## src/rtl/fp_pkg.sv

```systemverilog
// Shared single-precision constants and the pre-normalisation record for the FP add/sub datapath.
package fp_pkg;

  localparam int ExpWidth   = 8;
  localparam int MantWidth  = 27;
  localparam int MaxShift   = MantWidth - 1;
  localparam int ShiftWidth = $clog2(MaxShift + 1);

  typedef struct packed {
    logic                  sign;
    logic [ExpWidth-1:0]   exp;
    logic [MantWidth-1:0]  mant;
    logic [ShiftWidth-1:0] shift;
    logic                  zero;
    logic                  denorm;
  } norm_prep_t;

endpackage

```

## src/rtl/leading_zero_counter.sv

```systemverilog
// Combinational leading-zero counter; an all-zero input reports Width.
module leading_zero_counter #(
  parameter int Width = 27
) (
  input  logic [Width-1:0]           data_i,
  output logic [$clog2(Width+1)-1:0] count_o
);

  localparam int CntWidth = $clog2(Width + 1);

  // Scan upward so the highest set bit is the last one to write the count.
  always_comb begin
    count_o = CntWidth'(Width);
    for (int i = 0; i < Width; i++) begin
      if (data_i[i]) begin
        count_o = CntWidth'(Width - 1 - i);
      end else begin
        count_o = count_o;
      end
    end
  end

endmodule

```

## src/rtl/fp_norm_prep_stage.sv

```systemverilog
// Two-stage pre-normalisation after the mantissa adder: leading-zero count, then a shift
// clamped so the exponent never falls below the minimum normal exponent.
module fp_norm_prep_stage #(
  parameter int MantWidth = fp_pkg::MantWidth,
  parameter int ExpWidth  = fp_pkg::ExpWidth,
  parameter int MaxShift  = MantWidth - 1
) (
  input  logic                          clk_i,
  input  logic                          rst_ni,
  input  logic                          flush_i,
  input  logic                          valid_i,
  output logic                          ready_o,
  input  logic                          sign_i,
  input  logic [ExpWidth-1:0]           exp_i,
  input  logic [MantWidth-1:0]          mant_i,
  output logic                          valid_o,
  input  logic                          ready_i,
  output logic                          sign_o,
  output logic [MantWidth-1:0]          mant_o,
  output logic [$clog2(MaxShift+1)-1:0] shift_o,
  output logic [ExpWidth-1:0]           exp_o,
  output logic                          zero_o,
  output logic                          denorm_o
);

  localparam int ShiftWidth = $clog2(MaxShift + 1);
  localparam int LzWidth    = $clog2(MantWidth + 1);

  logic                  v1_q, v1_d, v2_q, v2_d;
  logic                  sign1_q, sign1_d;
  logic [ExpWidth-1:0]   exp1_q, exp1_d;
  logic [MantWidth-1:0]  mant1_q, mant1_d;
  logic [LzWidth-1:0]    lz1_q, lz1_d, lz_s;
  logic                  adv1_s, adv2_s, load1_s, load2_s;
  logic [ExpWidth-1:0]   exp_m1_s, lz_ext_s;
  fp_pkg::norm_prep_t    s2_q, s2_d, s2_calc_s;

  leading_zero_counter #(.Width(MantWidth)) u_lzc (
    .data_i (mant_i),
    .count_o(lz_s)
  );

  // Stage advance and load enables; flush suppresses every load.
  always_comb begin
    adv2_s  = ~v2_q | ready_i;
    adv1_s  = ~v1_q | adv2_s;
    load1_s = valid_i & adv1_s & ~flush_i;
    load2_s = v1_q & adv2_s & ~flush_i;
  end

  assign ready_o = adv1_s;

  // Valid bits move forward whenever the receiving stage advances.
  always_comb begin
    if (flush_i) begin
      v1_d = 1'b0;
      v2_d = 1'b0;
    end else begin
      v1_d = adv1_s ? valid_i : v1_q;
      v2_d = adv2_s ? v1_q : v2_q;
    end
  end

  // S1 data captures only on an accepted handshake.
  always_comb begin
    if (load1_s) begin
      sign1_d = sign_i;
      exp1_d  = exp_i;
      mant1_d = mant_i;
      lz1_d   = lz_s;
    end else begin
      sign1_d = sign1_q;
      exp1_d  = exp1_q;
      mant1_d = mant1_q;
      lz1_d   = lz1_q;
    end
  end

  // Clamp the shift to exp-1 so the result exponent bottoms out at 1; excess zeros mean subnormal.
  always_comb begin
    exp_m1_s         = exp1_q - ExpWidth'(1);
    lz_ext_s         = ExpWidth'(lz1_q);
    s2_calc_s.sign   = sign1_q;
    s2_calc_s.mant   = mant1_q;
    s2_calc_s.zero   = (mant1_q == {MantWidth{1'b0}});
    s2_calc_s.shift  = {ShiftWidth{1'b0}};
    s2_calc_s.exp    = {ExpWidth{1'b0}};
    s2_calc_s.denorm = 1'b0;
    if (s2_calc_s.zero) begin
      s2_calc_s.denorm = 1'b0;
    end else if (exp1_q == {ExpWidth{1'b0}}) begin
      s2_calc_s.denorm = 1'b1;
    end else if (lz_ext_s > exp_m1_s) begin
      s2_calc_s.shift  = ShiftWidth'(exp_m1_s);
      s2_calc_s.exp    = exp1_q - exp_m1_s;
      s2_calc_s.denorm = 1'b1;
    end else begin
      s2_calc_s.shift  = ShiftWidth'(lz1_q);
      s2_calc_s.exp    = exp1_q - lz_ext_s;
      s2_calc_s.denorm = 1'b0;
    end
  end

  // S2 holds its contents under backpressure and while empty.
  always_comb begin
    if (load2_s) begin
      s2_d = s2_calc_s;
    end else begin
      s2_d = s2_q;
    end
  end

  // Pipeline state; asynchronous reset drops everything in flight.
  always_ff @(posedge clk_i or negedge rst_ni) begin
    if (!rst_ni) begin
      v1_q    <= 1'b0;
      v2_q    <= 1'b0;
      sign1_q <= 1'b0;
      exp1_q  <= {ExpWidth{1'b0}};
      mant1_q <= {MantWidth{1'b0}};
      lz1_q   <= {LzWidth{1'b0}};
      s2_q    <= '0;
    end else begin
      v1_q    <= v1_d;
      v2_q    <= v2_d;
      sign1_q <= sign1_d;
      exp1_q  <= exp1_d;
      mant1_q <= mant1_d;
      lz1_q   <= lz1_d;
      s2_q    <= s2_d;
    end
  end

  assign valid_o  = v2_q;
  assign sign_o   = s2_q.sign;
  assign mant_o   = s2_q.mant;
  assign shift_o  = s2_q.shift;
  assign exp_o    = s2_q.exp;
  assign zero_o   = s2_q.zero;
  assign denorm_o = s2_q.denorm;

endmodule

```

## config.mk

```make
export PLATFORM = sky130hd
export DESIGN_NAME = fp_norm_prep_stage
export DESIGN_NICKNAME = d
export VERILOG_FILES = /design/src/rtl/fp_pkg.sv /design/src/rtl/leading_zero_counter.sv /design/src/rtl/fp_norm_prep_stage.sv
export SDC_FILE = /design/constraint.sdc
export NUM_CORES = 1
export LEC_CHECK = 0
export BUFFER_PORTS_ARGS = -buffer_cell sky130_fd_sc_hd__buf_2
export CAP_MARGIN = 0
export CORE_UTILIZATION = 45
export CTS_CLUSTER_SIZE = 12
export DETAILED_ROUTE_END_ITERATION = 6
export PLACE_DENSITY_LB_ADDON = 0.3
export SLEW_MARGIN = 25
export SYNTH_ARGS = -nofsm -noshare
export SYNTH_HDL_FRONTEND = slang
export SYNTH_SLANG_ARGS = --single-unit
export TNS_END_PERCENT = 50
```

## constraint.sdc

```tcl
create_clock -name clk_i -period 4.8 [get_ports clk_i]
set_input_delay 0.96 -clock clk_i [delete_from_list [all_inputs] [get_ports clk_i]]
set_output_delay 0.96 -clock clk_i [all_outputs]
set_load 0.02 [all_outputs]
```

==> impl_metrics.csv <==
group,metric,value,unit
setup_path,reg2reg_to,"exp_o[6]",
finish,seq_area,0.00215,mm^2
drt,wl_met2,4.39,mm
die,start_util,46.6,%
finish,syn2layout_area_growth,18.8,%
logic_synthesis,synth_edf_count,0,
die,core,0.00876,mm^2
drt,routed_wl,8.58,mm
setup_path,startpoint_type,"flop",
cts,postCtsSetupBuffers,0,
die,ios,86,
logic_synthesis,synth_cell_type_count,45,
finish,fill_cells,802,
die,die_w,97.3,um
global_routing,grt_pass1_vias,2985,
global_routing,grt-ovfl-total,0,
drt,vias,2929,
logic_synthesis,synth_mux_area_share,18.4,%
die,dieArea,0.00946,mm^2
power,p_total,2.08,mW
logic_synthesis,synthCells,347,
power,p_per_area,429,mW/mm^2
logic_synthesis,async_flop_share,100,%
drt,drtPass1Iterations,4,
logic_synthesis,synth-simple-area-share,11.2,%
cts,cts_buffers,9,
cts,postCtsResizedCells,0,
global_routing,grt_max_degree,48,
global_routing,antenna_found_initial,0,
sta,finalHoldViolations,0,
sta,report.final.slew_viol_count,0,
cts,ctsLongestPathBuffers,2,
global_routing,grt_pass1_wl,14.5,mm
power,cellLeakagePower,2.22,nW
drt,dr.max_layer_used,"met4",
global_routing,grt_use_total,19.4,%
logic_synthesis,seq_area_frac_synth,52.7,%
hold_path,hp-start,"exp_o[0]",
sta,rsz0062_at_grt,"no",
cts,cts_tree,"done",
setup_path,r2r-start,"exp1_q[1]",
sta,relSlewSlack,60.0,%
sta,period_share,91.1,%
place,place_inst,533,
die,core.rowCount,34,
outcome,status,"finished clean",
cts,cts.clk_slew.worst_paths,80,ps
sta,finClkSkew,13.4,ps
die,die_height,97.3,um
setup_path,criticalPathCategory,"reg -> reg",
finish,multi_input_area,0.00185,mm^2
logic_synthesis,synth_xor_area_share,1.50,%
logic_synthesis,synth_fa_ha_area_share,4.78,%
finish,drive_above_1_share,39.9,%
logic_synthesis,avgSynthCellArea,11.8,um^2
finish,fin_cells,549,
setup_path,cp_max_fo,6,
drt,drc,0,
logic_synthesis,synth_top_family_by_area,"multiplexers",
logic_synthesis,yosysWarningCount,0,
logic_synthesis,synth_ff_type,"dfrtp_1",
logic_synthesis,synth_compound_area_share,9.16,%
power,ir_worst_vdd,0.272,mV
sta,setup_viol,0,
drt,wl_per_cell,15.6,um
hold_path,min_path_type,"reg -> reg",
place,gp_congestion,0.834,
sta,fmax,229,MHz
drt,dr_wl_met3,439,um
drt,via_per_inst,5.34,
setup_path,r2r_cells,16,
drt,drt_iter0_drc,100,
finish,antenna_cells,0,
drt,ant_nets,0,
cts,hold_buffers,0,
logic_synthesis,syn_area,0.00409,mm^2
sta,post-route-min-period,4370,ps
setup_path,cp.required,5040,ps
hold_path,whs_endpoint,"exp_o[0]",
finish,nNetsFinal,492,
place,io_buffers,85,
drt,wl_met1,3.70,mm
logic_synthesis,ys_ff_latch,86,
setup_path,critPathArrivalTime,4610,ps
sta,worst_pin_slew,600,ps
setup_path,cp-end-kind,"flop",
cts,root_buffer,"clkbuf_8",
hold_path,min_path_cells,2,
cts,clock_latency,360,ps
cts,htreeDepth,3,
sta,timing.setup.tns,0,ps
place,place_hpwl,6.40,mm
job,maxCapViolCount,0,
cts,cts_sinks,86,
setup_path,r2r_slack,430,ps
## cell families (layout without fill, tap and decap cells)
logic type,after synthesis,count (layout)
AOI/OAI and AO/OA,56,56
xor gates and xnor gates,7,7
adders and majority gates,15,15
buffers and inverters,23,116
DFF,86,86
muxes,67,67
other,1,2
and+or+nand+nor,92,92
## cell usage after synthesis, types with 2 or more instances
library cell	n	area share, %
clkbuf_1	6	0.55
nor3_1	5	0.61
buf_2	2	0.25
nand3b_1	2	0.37
ha_1	14	4.3
a21boi_0	2	0.37
xor2_1	3	0.64
a22o_1	2	0.43
a31oi_1	2	0.31
nor4_1	13	2.0
o21a_1	4	0.74
dfrtp_1	86	53
nand2_1	27	2.5
a21oi_1	6	0.74
o21ai_0	23	2.8
or2_2	2	0.31
nand3_1	2	0.25
mux2i_1	2	0.49
o21bai_1	2	0.37
o41ai_1	2	0.43
mux2_2	65	18
nand4_1	2	0.31
or3_1	2	0.31
nor2_1	23	2.1
buf_1	3	0.28
nor2b_1	7	1.1
o31ai_1	5	0.92
nand2b_1	2	0.31
inv_1	12	1.1
xnor2_1	4	0.86
## registers in the layout (all words and copies together), names as in the netlist
signal    cells
zero_o        1
shift_o       5
v1_q          1
exp1_q        8
denorm_o      1
sign_o        1
sign1_q       1
mant_o       27
exp_o         8
mant1_q      27
lz1_q         5
valid_o       1
## metrics by stage
| step | hold slack (ps) | util, % | worst slack, ps | cell area, um^2 |
|---|---|---|---|---|
| after global placement | 457 | 52.8 | 626 | 4620 |
| after detailed placement | 465 | 53.0 | 442 | 4640 |
| after global routing | 509 | 55.4 | 124 | 4850 |
| final | 477 | 55.4 | 427 | 4850 |
| after CTS | 484 | 55.4 | 425 | 4850 |
| after floorplan | 449 | - | 837 | 4090 |
## critical path, stage by stage, from the launching register on
cell	delay, ps
dfrtp_1	410
inv_1	160
ha_1	220
or3b_4	410
xor2_1	200
ha_1	300
nand3_1	100
o21ai_2	70
a211oi_4	390
mux2_2	400
ha_1	320
nor2b_1	140
o21ai_0	210
a21boi_0	160
o21a_1	200
or3_1	310
a32o_1	250
## routing by layer
layer,global-route usage [%],vias to the layer above
li1,-,1421
met1,23.8,1440
met2,33.6,62
met3,6.40,6
met4,3.39,0
met5,0,-
## layout by cell type (no fill, tap or decap), types with 6 or more instances in the layout
master	count
o21ai_0	23
mux2_2	65
dfrtp_1	86
inv_1	12
ha_1	14
a21oi_1	6
clkbuf_8	10
nand2_1	27
nor4_1	13
nor2_1	23
buf_2	84
nor2b_1	7
## worst max-delay path by stage
stage | from | endpoint | slack [ps] | cells after the start
after floorplan | exp1_q[1] | exp_o[6] | 840 | 16
after global placement | exp1_q[1] | exp_o[6] | 630 | 16
after detailed placement | exp1_q[1] | exp_o[6] | 440 | 16
after CTS | exp1_q[0] | exp_o[6] | 420 | 16
after global routing | exp1_q[0] | exp_o[6] | 120 | 17
final | exp1_q[1] | exp_o[6] | 430 | 16
## report_power, final
part           internal, mW  switching, mW  total (mW)
Sequential            0.871         0.0921       0.963
Combinational         0.253          0.326       0.580
Clock                 0.263          0.274       0.537
Total                  1.39          0.692        2.08
## layout make-up
cell class                      count  area share [%]
Clock buffer                       10            2.84
Multi-Input combinational cell    239            38.1
Inverter                           12           0.928
Sequential cell                    86            44.3
Tap cell                          108            2.78
Timing Repair Buffer               88            9.54
Clock inverter                      6            1.52
Power figures use the tool's default switching activity.
